## src/rtl/uart_rx_oversample.sv

```systemverilog
// 8N1 UART receiver with an internal oversampling baud generator.
// Each bit is decided by a 2-of-3 majority vote around mid-bit, which rejects short line glitches.
module uart_rx_oversample #(
    parameter int CLK_HZ     = 25000000,
    parameter int BAUD       = 9600,
    parameter int OVERSAMPLE = 16
) (
    input  logic       clk,
    input  logic       rst_n,
    input  logic       uart_rx,
    output logic [7:0] rx_data,
    output logic       rx_int,
    output logic       rx_valid,
    output logic       frame_err
);

    // state      | meaning
    // IDLE       | waiting for a high-to-low edge on the synchronized line
    // START      | validating the start bit at mid-bit
    // DATA       | shifting in 8 data bits, LSB first
    // STOP       | sampling the stop bit and publishing the byte
    // WAIT_IDLE  | framing error seen; waiting for the line to return high
    typedef enum logic [2:0] {
        ST_IDLE,
        ST_START,
        ST_DATA,
        ST_STOP,
        ST_WAIT_IDLE
    } state_t;

    localparam int DIV = CLK_HZ / (BAUD * OVERSAMPLE);
    localparam int DW  = (DIV > 1) ? $clog2(DIV) : 1;
    localparam int SW  = $clog2(OVERSAMPLE);
    localparam int M   = OVERSAMPLE / 2;

    localparam logic [DW-1:0] DIV_LAST = DW'(DIV - 1);
    localparam logic [SW-1:0] S_LAST   = SW'(OVERSAMPLE - 1);
    localparam logic [SW-1:0] S_SMP_A  = SW'(M - 1);
    localparam logic [SW-1:0] S_SMP_B  = SW'(M);
    localparam logic [SW-1:0] S_DECIDE = SW'(M + 1);

    state_t        r_state;
    logic          r_sync1;
    logic          r_sync2;
    logic          r_rx_prev;
    logic [1:0]    r_live;
    logic          r_armed;
    logic [DW-1:0] r_div_cnt;
    logic [SW-1:0] r_s;
    logic [3:0]    r_bit_cnt;
    logic          r_smp_a;
    logic          r_smp_b;
    logic [7:0]    r_shift;

    logic          w_tick;
    logic [SW-1:0] w_s_next;
    logic          w_start_edge;
    logic          w_decide;
    logic          w_wrap;
    logic          w_vote;

    assign w_tick       = (r_div_cnt == DIV_LAST);
    assign w_s_next     = (r_s == S_LAST) ? '0 : r_s + 1'b1;
    // r_armed keeps a line that is already low out of reset from looking like a start edge
    assign w_start_edge = r_armed & r_rx_prev & ~r_sync2;
    assign w_decide     = w_tick & (w_s_next == S_DECIDE);
    assign w_wrap       = w_tick & (r_s == S_LAST);
    assign w_vote       = (r_smp_a & r_smp_b) | (r_smp_a & r_sync2) | (r_smp_b & r_sync2);

    always_ff @(posedge clk or negedge rst_n) begin
        if (!rst_n) begin
            r_state   <= ST_IDLE;
            r_sync1   <= 1'b1;
            r_sync2   <= 1'b1;
            r_rx_prev <= 1'b1;
            r_live    <= 2'b00;
            r_armed   <= 1'b0;
            r_div_cnt <= '0;
            r_s       <= '0;
            r_bit_cnt <= 4'd0;
            r_smp_a   <= 1'b1;
            r_smp_b   <= 1'b1;
            r_shift   <= 8'h00;
            rx_data   <= 8'h00;
            rx_int    <= 1'b0;
            rx_valid  <= 1'b0;
            frame_err <= 1'b0;
        end else begin
            r_sync1   <= uart_rx;
            r_sync2   <= r_sync1;
            r_rx_prev <= r_sync2;
            r_live    <= {r_live[0], 1'b1};
            if (r_live[1] && r_sync2) begin
                r_armed <= 1'b1;
            end

            rx_valid  <= 1'b0;
            frame_err <= 1'b0;
            r_div_cnt <= w_tick ? '0 : r_div_cnt + 1'b1;

            if (r_state != ST_IDLE && w_tick) begin
                r_s <= w_s_next;
                if (w_s_next == S_SMP_A) r_smp_a <= r_sync2;
                if (w_s_next == S_SMP_B) r_smp_b <= r_sync2;
            end

            case (r_state)
                ST_IDLE: begin
                    if (w_start_edge) begin
                        r_state   <= ST_START;
                        r_div_cnt <= '0;
                        r_s       <= '0;
                        r_bit_cnt <= 4'd0;
                    end
                end
                ST_START: begin
                    if (w_decide) begin
                        if (!w_vote) begin
                            rx_int  <= 1'b1;
                            r_state <= ST_DATA;
                        end else begin
                            r_state <= ST_IDLE;
                        end
                    end
                end
                ST_DATA: begin
                    if (w_decide) begin
                        r_shift   <= {w_vote, r_shift[7:1]};
                        r_bit_cnt <= r_bit_cnt + 4'd1;
                    end
                    if (w_wrap && r_bit_cnt == 4'd8) begin
                        r_state <= ST_STOP;
                    end
                end
                ST_STOP: begin
                    // Leaving mid-stop-bit on a good stop lets a 1-bit-stop back-to-back frame be caught
                    if (w_decide) begin
                        rx_data   <= r_shift;
                        rx_int    <= 1'b0;
                        rx_valid  <= 1'b1;
                        frame_err <= ~w_vote;
                        r_state   <= w_vote ? ST_IDLE : ST_WAIT_IDLE;
                    end
                end
                ST_WAIT_IDLE: begin
                    if (r_sync2) begin
                        r_state <= ST_IDLE;
                    end
                end
                default: r_state <= ST_IDLE;
            endcase
        end
    end

endmodule

```

## config.mk

```make
export PLATFORM = sky130hd
export DESIGN_NAME = uart_rx_oversample
export DESIGN_NICKNAME = d
export VERILOG_FILES = /design/src/rtl/uart_rx_oversample.sv
export SDC_FILE = /design/constraint.sdc
export NUM_CORES = 1
export LEC_CHECK = 0
export BUFFER_PORTS_ARGS = -buffer_cell sky130_fd_sc_hd__buf_2
export CELL_PAD_IN_SITES_DETAIL_PLACEMENT = 1
export CELL_PAD_IN_SITES_GLOBAL_PLACEMENT = 1
export CORE_MARGIN = 10
export CORE_UTILIZATION = 35
export DETAILED_ROUTE_END_ITERATION = 7
export PLACE_DENSITY = 0.58
export SYNTH_ARGS = -nofsm -noshare
export SYNTH_HDL_FRONTEND = slang
export SYNTH_SLANG_ARGS = --single-unit
```

## constraint.sdc

```tcl
create_clock -name clk -period 6.4 [get_ports clk]
set_input_delay 0.64 -clock clk [delete_from_list [all_inputs] [get_ports clk]]
set_output_delay 0.64 -clock clk [all_outputs]
set_load 0.02 [all_outputs]
```

After elaboration in Yosys (flattened, before gate mapping)
Index checks and enable logic that the tools add are counted.
{"block": "totals", "register_bits": 46, "wordCells": 87, "input_bits": 3}
{"block": "classes", "add_sub_neg": 3, "bitwise_logic": 11, "n_reduce_logical": 14, "n_mux": 26, "n_eq_ne": 17}
{"operator": "$mux 4", "n": 6}
{"operator": "$mux 8", "n": 3}
{"operator": "$mux 3", "n": 6}
{"operator": "$eq 4x4->1 const B", "n": 4}
{"operator": "$pmux 3 s5", "n": 1}
{"operator": "$ne 2x2->1 const B", "n": 7}
{"operator": "$add 4x1->4 const B", "n": 2}
{"operator": "$add 8x1->8 const B", "n": 1}
{"operator": "$eq 8x8->1 const B", "n": 1}
{"operator": "$pmux 4 s2", "n": 1}
{"operator": "$reduce_and 2->1", "n": 4}
{"operator": "$and 1x1->1", "n": 7}
{"operator": "$mux 1", "n": 7}
{"operator": "$eq 3x2->1 const B", "n": 2}
{"operator": "$reduce_and 5->1", "n": 1}
{"operator": "$eq 4x3->1 const B", "n": 1}
{"operator": "$reduce_and 4->1", "n": 1}
{"operator": "$reduce_bool 2->1", "n": 2}
{"operator": "$eq 3x1->1 const B", "n": 1}
{"operator": "$eq 3x3->1 const B", "n": 1}
{"operator": "$logic_and 1x1->1", "n": 3}
{"operator": "$logic_not 3->1", "n": 1}
{"operator": "$reduce_and 3->1", "n": 1}
{"operator": "$reduce_bool 3->1", "n": 1}
{"operator": "other kinds (4)", "n": 6}

Depth between registers and ports, before layout
Gate-level depths: netlist (run 1).
{"block": "depth", "word_depth": 6, "mapped_depth": 6, "mapped_depth_nobuf": 6}

Worst setup path before layout (run 1)
OpenSTA, ideal clock, no wires.
{"block": "synth_path", "path_kind": "flip-flop to flip-flop", "from": "register r_s[0]", "to": "register rx_data[0]", "t_arrival_ns": 2.097, "path_stages_with_launch": 7, "slack_ns": 4.178, "t_required_ns": 6.275, "cell_sequence": "dfrtp_1 > ha_1 > or3b_1 > o31a_1 > buf_6 > nor4_4 > mux2_2"}
{"block": "synth_between", "elab_chain_len": 5}
{"element": "from (decl)", "line": "49", "source": "logic [SW-1:0] r_s;"}
{"element": "from (signal assigned)", "line": "102", "source": "r_s <= w_s_next;"}
{"element": "$add 4x1->4 / $eq 4x4->1 (equally long branches)", "line": "63", "source": "assign w_s_next = (r_s == S_LAST) ? '0 : r_s + 1'b1;"}
{"element": "$mux 4 *", "line": "63"}
{"element": "$eq 4x4->1 *", "line": "66", "source": "assign w_decide = w_tick & (w_s_next == S_DECIDE);"}
{"element": "$and 1x1->1 *", "line": "66"}
{"element": "$reduce_and 2->1 (no source line) *"}
{"element": "to (signal assigned)", "line": "138", "source": "rx_data <= r_shift;"}
{"element": "to (decl)", "line": "11", "source": "output logic [7:0] rx_data,"}
Every way passes the cells marked *; elsewhere a longest branch is shown, timed or not.
A chain may end at the register's enable or synchronous reset.

Worst setup path after layout (run 1)
{"block": "layout_path", "from": "register r_s[0]", "to": "register rx_data[2]"}
Same word-level chain as after synthesis.

==> impl_summary.txt, run 1 <==
----------------------------------------------------
[Synthesis]
  Post-synthesis register bit count ... 46
  Instance count of the mapped netlist ... 178
  Cell accounting for the most synthesized area ... sky130_fd_sc_hd__dfrtp_1
  Cell Area, Synth ... 2120 µm²
  Fraction of post-synthesis cell area in the top cell type by area ... 0.485
  Post-Syn Nets ... 189
  Commonest register cell after synthesis ... sky130_fd_sc_hd__dfrtp_1
  Avg Synthesized Cell Area ... 11.9 µm²
  Most common library cells after synthesis ... sky130_fd_sc_hd__dfrtp_1, sky130_fd_sc_hd__mux2_2, sky130_fd_sc_hd__nor2_1, sky130_fd_sc_hd__inv_1, sky130_fd_sc_hd__nand2_1
  EDFF count, synth ... 0
  Share of async-settable or async-resettable flops after synthesis ... 1.00
  Sequential-to-total area share from yosys stat ... 0.547
  Count of cell types in the netlist ... 42
  Cell with the most instances after synthesis ... sky130_fd_sc_hd__dfrtp_1
  Leading cell types by total area after synthesis ... sky130_fd_sc_hd__dfrtp_1, sky130_fd_sc_hd__mux2_2, sky130_fd_sc_hd__dfstp_2
  Yosys warnings ... 0

[Route]
  Drt initial violations ... 37
  Via/cell ratio ... 5.16
  Aggregate routed wire length ... 4400 µm
  Residual DRC count ... 0
  Average detailed-routed wire length per instance ... 16.2 µm
  Antenna-violating nets left ... 0
  Number of iterations in the first detailed-routing pass ... 4
  Vias after detailed routing ... 1404

[Clock tree]
  Total of cells resized after clock tree synthesis ... 0
  Cts-stage hold buffer count ... 0
  Clock Latency Late Sink ... 0.30 ns
  Number of buffers added by the clock tree synthesis step ... 5
  Cell chosen for the clock root ... sky130_fd_sc_hd__clkbuf_8
  CTS HTree Levels ... 2
  CTS Buffer Depth ... 2
  Number of sinks on the clock net ... 46
  Post-CTS setup buffers ... 0
  Clk slew on worst S/H paths ... 0.09 ns
  Clock tree from TritonCTS ... yes

[Critical path]
  Critical Path Source Type ... flop
  Critical path data required time ... 6.59 ns
  Reg2Reg Depth ... 5
  Type of the worst setup path ... reg2reg
  Reg2Reg Launch Point ... r_s[0]
  Critical path fanouts, max ... 10
  Flop2flop setup slack ... 3.82 ns
  Critical Path AT ... 2.76 ns
  R2R Path End ... rx_data[2]
  Endpoint type of the worst setup path ... flop

[Hold path]
  Count of cells along the worst hold path ... 0
  Hold worst-path end ... r_live[1]
  Worst Hold Launch ... r_live[0]
  Path category of the worst min-delay check ... reg2reg

[Final layout]
  Antenna diode count ... 0
  Layout cell share with drive strength beyond 1 ... 0.249
  Growth of design area from synthesis to finish ... 12.1%
  Final net count ... 207
  Fillers ... 643
  Design Area, Final ... 2370 µm²

[Die]
  Core Box Area ... 5890 µm²
  Overall die width ... 97.8 µm
  Std-Cell Rows ... 28
  Overall die area ... 9560 µm²
  Effective utilization at floorplan ... 0.359
  Ports ... 14
  Die height ... 97.8 µm

[Power]
  Maximum ir drop on the vdd rail ... 0.129 mV
  LEAKAGE ... 1.13 nW
  Power density over the cells ... 265 nW/µm²
  Final total power ... 0.000628 W

[STA]
  Post-Route Setup TNS ... 0 ns
  Final worst clock skew ... 0.00831 ns
  Ratio of final minimum period to clock period ... 0.403
  Relative max-transition margin ... 0.326
  Number of failing hold endpoints at the final stage ... 0
  Worst hold slack ... 0.353 ns
  Final setup violation count ... 0
  Final slew viol count ... 0
  Timing-limited maximum frequency ... 388 MHz
  Worst slew pin tran ... 1.01 ns
  Time the worst path needs with I/O delays and setup ... 2.58 ns
  Setup repair after global routing missed its margin ... no

[Place]
  Placement Cell Area ... 2260 µm²
  Buffers on Ports ... 13
  Detailed placer's ending HPWL ... 3290 µm
  Routability congestion estimate ... 0.737

[Run status]
  Status ... finished, final reports clean

[GRT]
  Overall global routing resource usage ... 0.0965
  Sum of overflow across all layers after global routing ... 0
  Antenna violations before repair ... 0
  Largest net degree at the start of global routing ... 47
  Via count of the first global-routing pass ... 1553
  Global-route wire length before repair ... 7710 µm

[Job]
  Number of maximum-capacitance constraint violations ... 0

----------------------------------------------------
power breakdown:
group	switching, W	internal (W)
clock	0.000100	0.000117
sequential	0.0000285	0.000316
combinational	0.0000356	0.0000311
placed cells by master, fill, tap and decap left out, types with 2 or more instances in the layout:
cell,count
sky130_fd_sc_hd__or3_1,4
sky130_fd_sc_hd__mux2i_1,2
sky130_fd_sc_hd__nor2_1,15
sky130_fd_sc_hd__ha_1,8
sky130_fd_sc_hd__nor3_1,3
sky130_fd_sc_hd__nand2b_1,3
sky130_fd_sc_hd__a21o_1,3
sky130_fd_sc_hd__dfrtp_1,41
sky130_fd_sc_hd__buf_2,13
sky130_fd_sc_hd__nand4_1,4
sky130_fd_sc_hd__nand2_1,10
sky130_fd_sc_hd__o21ai_0,3
sky130_fd_sc_hd__and3_1,3
sky130_fd_sc_hd__o211ai_1,4
sky130_fd_sc_hd__mux2_2,18
sky130_fd_sc_hd__xnor2_1,3
sky130_fd_sc_hd__nor3b_1,2
sky130_fd_sc_hd__dfstp_2,5
sky130_fd_sc_hd__clkbuf_8,5
sky130_fd_sc_hd__xor2_1,5
sky130_fd_sc_hd__nand3_1,8
sky130_fd_sc_hd__inv_1,10
sky130_fd_sc_hd__a21oi_1,3
per-layer routing:
| metal | vias up | GRT usage | part of all wire |
|---|---|---|---|
| li1 | 659 | - | - |
| met3 | 8 | 0.0261 | 0.023 |
| met4 | 0 | 0.0414 | 0.020 |
| met5 | - | 0 | 0 |
| met1 | 721 | 0.115 | 0.45 |
| met2 | 16 | 0.159 | 0.50 |
worst max-delay path, stage by stage, from the launching register on:
cell and delay [ns]:
sky130_fd_sc_hd__dfrtp_1 0.45, sky130_fd_sc_hd__ha_1 0.31, sky130_fd_sc_hd__or3b_1 0.38, sky130_fd_sc_hd__o31a_1 0.27, sky130_fd_sc_hd__nor4_4 0.63, sky130_fd_sc_hd__mux2_2 0.41
per-stage QoR:
stage	util	cells	worst slack [ns]
6_report	0.403	272	3.82
3_5_place_dp	0.384	264	3.79
3_3_place_gp	0.384	264	3.88
4_1_cts	0.403	272	3.77
2_1_floorplan	-	178	4.18
5_1_grt	0.403	272	3.64
worst max path at each step:
stage,from,endpoint,cells past startpoint
floorplan,r_s[0],rx_data[0],6
global placement,r_s[1],rx_data[6],5
detailed placement,r_s[0],rx_data[0],5
CTS,r_s[0],rx_data[0],5
global route,r_div_cnt[1],r_smp_b,6
finish,r_s[0],rx_data[2],5
cell type report:
type	instances	area (µm²)	area share
Sequential cell	46	1160	0.488
Timing Repair Buffer	13	65.1	0.0274
Clock inverter	3	43.8	0.0185
Multi-Input combinational cell	120	906	0.382
Tap cell	75	93.8	0.0396
Clock buffer	5	68.8	0.0290
Inverter	10	37.5	0.0158
kinds of logic (layout without fill, tap and decap cells):
group,after synthesis,after routing,synth area share
multiplexers,20,20,0.105
AND/OR/NAND/NOR,63,63,0.173
XOR/XNOR,8,8,0.0331
AO/OA/AOI/OAI,19,19,0.0633
buffers and inverters,12,31,0.0248
other,1,1,0.00177
flip-flops,46,46,0.547
adder cells (fa/ha/maj),9,9,0.0520
flip-flops by register name, indices dropped and copies added, names as in the netlist, 2 cells and up:
signal,count
r_state,3
r_live,2
r_shift,8
r_s,4
rx_data,8
r_bit_cnt,4
r_div_cnt,8
(Power assumes the default switching activity.)
==> inputs of run 2 (changes only) <==
Clock period 6.4 ns to 2.65 ns, I/O delays scaled along.
==> run 2 against run 1 <==
Against the previous run:
- die area unchanged
- sequential power increased by 140%
- sequential cell count unchanged
- critical path type unchanged
- critical endpoint is now rx_data[6]
==> impl_summary.txt, run 2 (synthesized netlist as in run 1, its figures left out) <==
----------------------------------------------------
[Critical path]
  Critical path fanouts, max ... 10 (unchanged)
  Type of the worst setup path ... reg2reg
  Destination of the critical timing path ... rx_data[6]
  Critical Path AT ... 2.49 ns (-0.27 ns)
  Reg2Reg Depth ... 6 (+1)
  Launch point of the critical path ... r_s[0]
  R2R Path End ... rx_data[6]
  Reg2Reg Launch Point ... r_s[0]
  Endpoint type of the worst setup path ... flop
  Flop2flop setup slack ... 0.34 ns (-3.48 ns)
  Critical path data required time ... 2.83 ns (-3.76 ns)
  Critical Path Source Type ... flop

[Final layout]
  Antenna diode count ... 0 (unchanged)
  Top library cells by usage in the layout, fill and taps aside ... sky130_fd_sc_hd__dfrtp_1, sky130_fd_sc_hd__mux2_2, sky130_fd_sc_hd__nor2_1
  FF+latch area ... 1160 µm² (unchanged)
  Multi-input gate area in the final layout ... 906 µm² (unchanged)
  Growth of design area from synthesis to finish ... 12.2% (about the same)
  Registers with the highest flip-flop counts ... r_div_cnt x8, r_shift x8, rx_data x8
  Commonest non-fill, non-tap cell in the layout ... sky130_fd_sc_hd__dfrtp_1
  Layout cell share with drive strength beyond 1 ... 0.255 (+0.00627)
  Final net count ... 210 (+1.4%)
  Fillers ... 669 (+4.0%)
  Design Area, Final ... 2370 µm² (about the same)

[Clock tree]
  Total of cells resized after clock tree synthesis ... 0 (unchanged)
  Cell chosen for the clock root ... sky130_fd_sc_hd__clkbuf_8
  Clk slew on worst S/H paths ... 0.08 ns (about the same)
  CTS Buffer Depth ... 2 (unchanged)
  Clock Latency Late Sink ... 0.29 ns (about the same)
  Number of sinks on the clock net ... 46 (unchanged)
  CTS HTree Levels ... 2 (unchanged)
  Post-CTS setup buffers ... 0 (unchanged)
  Number of buffers added by the clock tree synthesis step ... 5 (unchanged)
  Clock tree from TritonCTS ... yes
  Cts-stage hold buffer count ... 0 (unchanged)

[Power]
  Final total power ... 0.00143 W (+130%)
  LEAKAGE ... 1.13 nW (+0.41%)
  Maximum ir drop on the vdd rail ... 0.375 mV (+190%)
  Power density over the cells ... 602 nW/µm² (+130%)

[STA]
  Ratio of final minimum period to clock period ... 0.872 (+0.469)
  Worst slew pin tran ... 1.03 ns (+0.0231 ns)
  Final worst clock skew ... 0.00773 ns (-0.000582 ns)
  Relative max-transition margin ... 0.311 (-0.0154)
  Worst hold slack ... 0.0674 ns (-0.285 ns)
  Number of failing hold endpoints at the final stage ... 0 (unchanged)
  Setup repair after global routing missed its margin ... no
  Final slew viol count ... 0 (unchanged)
  Timing-limited maximum frequency ... 433 MHz (+12%)
  Final setup violation count ... 0 (unchanged)
  Post-Route Setup TNS ... 0 ns (unchanged)
  Time the worst path needs with I/O delays and setup ... 2.31 ns (-0.268 ns)

[Route]
  Aggregate routed wire length ... 4380 µm (-0.34%)
  Via/cell ratio ... 5.17 (+0.11%)
  Antenna-violating nets left ... 0 (unchanged)
  Drt initial violations ... 85 (+130%)
  Average detailed-routed wire length per instance ... 15.9 µm (-1.4%)
  Number of iterations in the first detailed-routing pass ... 4 (unchanged)
  Residual DRC count ... 0 (unchanged)
  Vias after detailed routing ... 1421 (+1.2%)

[GRT]
  Sum of overflow across all layers after global routing ... 0 (unchanged)
  Via count of the first global-routing pass ... 1578 (+1.6%)
  Overall global routing resource usage ... 0.0964 (-0.000126)
  Antenna violations before repair ... 0 (unchanged)
  Largest net degree at the start of global routing ... 47 (unchanged)
  Global-route wire length before repair ... 7780 µm (+0.80%)

[Die]
  Std-Cell Rows ... 28 (unchanged)
  Effective utilization at floorplan ... 0.359 (unchanged)
  Overall die area ... 9560 µm² (unchanged)
  Core Box Area ... 5890 µm² (unchanged)
  Die height ... 97.8 µm (unchanged)
  Overall die width ... 97.8 µm (unchanged)
  Ports ... 14 (unchanged)

[Hold path]
  Path category of the worst min-delay check ... in2reg

[Place]
  Routability congestion estimate ... 0.781 (+6.0%)
  Placement Cell Area ... 2280 µm² (+1.0%)
  Buffers on Ports ... 13 (unchanged)
  Detailed placer's ending HPWL ... 3210 µm (-2.2%)

[Job]
  Number of maximum-capacitance constraint violations ... 0 (unchanged)

[Run status]
  Status ... finished, final reports clean

----------------------------------------------------
==> run 2: cell count changes in the layout (fill, tap and decap cells not counted) <==
cell / delta
sky130_fd_sc_hd__inv_6: -1
sky130_fd_sc_hd__clkbuf_8: +1
sky130_fd_sc_hd__bufinv_16: -1
sky130_fd_sc_hd__buf_4: +3
sky130_fd_sc_hd__clkbuf_1: +1
==> run 2: worst max-delay path: stages (launching register included) <==
cell	delay (ns)
sky130_fd_sc_hd__dfrtp_1	0.45
sky130_fd_sc_hd__ha_1	0.30
sky130_fd_sc_hd__or3b_1	0.36
sky130_fd_sc_hd__o31a_1	0.25
sky130_fd_sc_hd__nor4_4	0.29
sky130_fd_sc_hd__buf_4	0.21
sky130_fd_sc_hd__mux2_2	0.34
==> run 2: area by class of cell <==
class | count | area share
Clock buffer | 7 | 0.0364
Clock inverter | 1 | 0.00211
Inverter | 10 | 0.0158
Multi-Input combinational cell | 120 | 0.382
Sequential cell | 46 | 0.488
Tap cell | 75 | 0.0395
Timing Repair Buffer | 16 | 0.0369
==> run 2: power breakdown <==
part	total (W)	leakage, nW	switching [W]	internal (W)
Combinational	0.000168	0.488	0.0000871	0.0000806
Clock	0.000433	0.0482	0.000223	0.000211
Sequential	0.000827	0.595	0.0000639	0.000763
Total	0.00143	1.13	0.000374	0.00105
==> run 2: per-stage QoR <==
step / std cells / util / worst slack [ns]
after floorplan: 178 / - / 0.428
after global placement: 267 / 0.388 / 0.381
after detailed placement: 267 / 0.388 / 0.337
after CTS: 275 / 0.403 / 0.311
after global routing: 275 / 0.403 / 0.164
final: 275 / 0.403 / 0.339
==> run 2: how the worst min path moves through the flow <==
stage | start | endpoint | slack [ns] | cells past startpoint
after floorplan | rst_n | frame_err | -0.03 | 0
after global placement | r_live[0] | r_live[1] | 0.33 | 0
after detailed placement | r_live[0] | r_live[1] | 0.34 | 0
after CTS | uart_rx | r_sync1 | 0.05 | 1
after global routing | uart_rx | r_sync1 | 0.05 | 1
final | uart_rx | r_sync1 | 0.07 | 1
==> run 2: layer usage <==
metal | track usage | share of wire | up-vias | wire, µm
met1 | 0.117 | 0.46 | 735 | 2000
li1 | - | - | 669 | -
met5 | 0 | 0 | - | 0
met3 | 0.0233 | 0.027 | 5 | 119
met2 | 0.162 | 0.51 | 12 | 2210
met4 | 0.0336 | 0.010 | 0 | 45
==> inputs of run 3 (changes only) <==
Settings changed: CORE_MARGIN 10 to 5, SKIP_LAST_GASP set to 1.
==> run 3 against run 2 <==
Against the previous run:
- cell count did not move
- non-clock buffer count did not move
- sequential share of layout area fell by 0.38 points
- register-to-register slack barely moved
- clock-buffer cell count fell by 1
- combinational power barely moved
- final area rose by 0.79%
- critical endpoint is now rx_data[7]
==> impl_summary.txt, run 3 (synthesized netlist as in run 1, its figures left out) <==
----------------------------------------------------
[Run status]
  Status ... finished, final reports clean

[GRT]
  Overall global routing resource usage ... 0.133 (+0.0367)
  Largest net degree at the start of global routing ... 47 (unchanged)
  Global-route wire length before repair ... 8040 µm (+3.4%)
  Antenna violations before repair ... 0 (unchanged)
  Via count of the first global-routing pass ... 1641 (+4.0%)
  Sum of overflow across all layers after global routing ... 0 (unchanged)

[Final layout]
  Antenna diode count ... 0 (unchanged)
  Final net count ... 210 (unchanged)
  Layout cell share with drive strength beyond 1 ... 0.255 (unchanged)
  Growth of design area from synthesis to finish ... 13.1%
  Design Area, Final ... 2390 µm² (+0.79%)
  Top library cells by usage in the layout, fill and taps aside ... sky130_fd_sc_hd__dfrtp_1, sky130_fd_sc_hd__mux2_2, sky130_fd_sc_hd__nor2_1
  Registers with the highest flip-flop counts ... r_div_cnt x8, r_shift x8, rx_data x8
  Commonest non-fill, non-tap cell in the layout ... sky130_fd_sc_hd__dfrtp_1
  Final core utilization ... 0.406 (+0.00319)

[Critical path]
  Flop2flop setup slack ... 0.33 ns (about the same)
  Critical path data required time ... 2.83 ns (about the same)
  Highest cell delay on the worst timing path ... 0.45 ns (about the same)
  Endpoint type of the worst setup path ... flop
  Type of the worst setup path ... reg2reg
  Cell family contributing the most delay on the critical path ... simple AND/OR/NAND/NOR gates
  Critical Path Source Type ... flop
  Cells traversed along the worst timing path ... ha_1 > or3b_1 > o31a_1 > nor4_4 > buf_4 > mux2_2
  Reg2Reg Launch Point ... r_s[0]
  CP Buf/Inv Count ... 1 (unchanged)
  Cell at the slowest stage of the critical path ... sky130_fd_sc_hd__dfrtp_1
  Critical path fanouts, max ... 10 (unchanged)
  Launch point of the critical path ... r_s[0]
  Critical Path AT ... 2.50 ns (about the same)

[STA]
  Final slew viol count ... 0 (unchanged)
  Time the worst path needs with I/O delays and setup ... 2.32 ns (+0.00512 ns)
  Final worst clock skew ... 0.00299 ns (-0.00474 ns)
  Relative max-transition margin ... 0.324 (+0.0134)
  Final setup violation count ... 0 (unchanged)
  Worst slew pin tran ... 1.01 ns (-0.0201 ns)
  Number of failing hold endpoints at the final stage ... 0 (unchanged)
  Timing-limited maximum frequency ... 432 MHz (-0.22%)
  Setup repair after global routing missed its margin ... no
  Ratio of final minimum period to clock period ... 0.874 (+0.00193)
  Post-Route Setup TNS ... 0 ns (unchanged)

[Power]
  LEAKAGE ... 1.13 nW (+0.28%)
  Power density over the cells ... 632 nW/µm² (+5.0%)
  Maximum ir drop on the vdd rail ... 0.306 mV (-18%)

[Route]
  Drt initial violations ... 33 (-61%)
  Average detailed-routed wire length per instance ... 15.9 µm (-0.25%)
  Vias after detailed routing ... 1415 (-0.42%)
  Antenna-violating nets left ... 0 (unchanged)
  Via/cell ratio ... 5.15 (-0.42%)
  Number of iterations in the first detailed-routing pass ... 4 (unchanged)
  Residual DRC count ... 0 (unchanged)
  Aggregate routed wire length ... 4370 µm (-0.25%)

[Clock tree]
  Total of cells resized after clock tree synthesis ... 0 (unchanged)
  Number of sinks on the clock net ... 46 (unchanged)
  Number of buffers added by the clock tree synthesis step ... 5 (unchanged)
  Clk slew on worst S/H paths ... 0.08 ns (about the same)
  Cell chosen for the clock root ... sky130_fd_sc_hd__clkbuf_8
  Clock Latency Late Sink ... 0.29 ns (about the same)
  CTS HTree Levels ... 2 (unchanged)
  Clock tree from TritonCTS ... yes
  Post-CTS setup buffers ... 0 (unchanged)
  CTS Buffer Depth ... 2 (unchanged)
  Cts-stage hold buffer count ... 0 (unchanged)

[Place]
  Placement Cell Area ... 2280 µm² (unchanged)
  Detailed placer's ending HPWL ... 3270 µm (+1.9%)
  Routability congestion estimate ... 0.798 (+2.2%)
  Buffers on Ports ... 13 (unchanged)

[Die]
  Overall die area ... 7700 µm² (-19%)
  Effective utilization at floorplan ... 0.359 (unchanged)
  Overall die width ... 87.8 µm (-10%)
  Die height ... 87.8 µm (-10%)
  Ports ... 14 (unchanged)
  Std-Cell Rows ... 28 (unchanged)
  Core Box Area ... 5890 µm² (unchanged)

[Job]
  Number of maximum-capacitance constraint violations ... 0 (unchanged)

[Hold path]
  Path category of the worst min-delay check ... in2reg
  Worst Hold Launch ... uart_rx

----------------------------------------------------
[run 3: cell count changes in the layout (fill, tap and decap cells not counted)]
| cell | change |
|---|---|
| sky130_fd_sc_hd__clkinvlp_4 | +1 |
| sky130_fd_sc_hd__clkinv_2 | -1 |
| sky130_fd_sc_hd__bufinv_16 | +1 |
| sky130_fd_sc_hd__clkbuf_8 | -1 |
[run 3: per-layer routing]
| layer | GRT usage | up-vias | share of wire |
|---|---|---|---|
| li1 | - | 664 | - |
| met3 | 0.0310 | 4 | 0.027 |
| met1 | 0.162 | 729 | 0.44 |
| met5 | 0 | - | 0 |
| met4 | 0.0377 | 0 | 0.0087 |
| met2 | 0.234 | 18 | 0.52 |
[run 3: worst paths after layout]
kind                               to  depth (start not counted)
max                        rx_data[7]                          6
min                           r_sync1                          1
max reg2reg                rx_data[7]                          6
min reg2reg                 r_live[1]                          0
max in group asynchronous   r_live[1]                          1
min in group asynchronous  r_shift[3]                          1
[run 3: layout make-up]
type	count	area, µm²
clock inverters	2	37.5
clock buffers	6	72.6
repair buffers	16	87.6
inverters	10	37.5
fillers	661	3490
multi-input cells	120	906
well taps	75	93.8
flip-flops and latches	46	1160
[run 3: where the power goes]
group,switching (W),internal [W]
combinational,0.0000893,0.0000806
sequential,0.0000666,0.000763
clock,0.000231,0.000281
[run 3: worst reg2reg max path: stages, from the launching register on]
cell and delay (ns):
sky130_fd_sc_hd__dfrtp_1 0.45, sky130_fd_sc_hd__ha_1 0.30, sky130_fd_sc_hd__or3b_1 0.37, sky130_fd_sc_hd__o31a_1 0.25, sky130_fd_sc_hd__nor4_4 0.29, sky130_fd_sc_hd__buf_4 0.21, sky130_fd_sc_hd__mux2_2 0.35
[run 3: metrics by stage]
stage	setup WS [ns]	instances	power, W	hold WS, ns
floorplan	0.428	178	0.000943	-0.0306
global placement	0.367	267	0.000991	0.334
detailed placement	0.335	267	0.00101	0.340
CTS	0.307	275	0.00154	0.0540
global route	0.206	275	0.00161	0.0483
finish	0.333	275	0.00151	0.0687
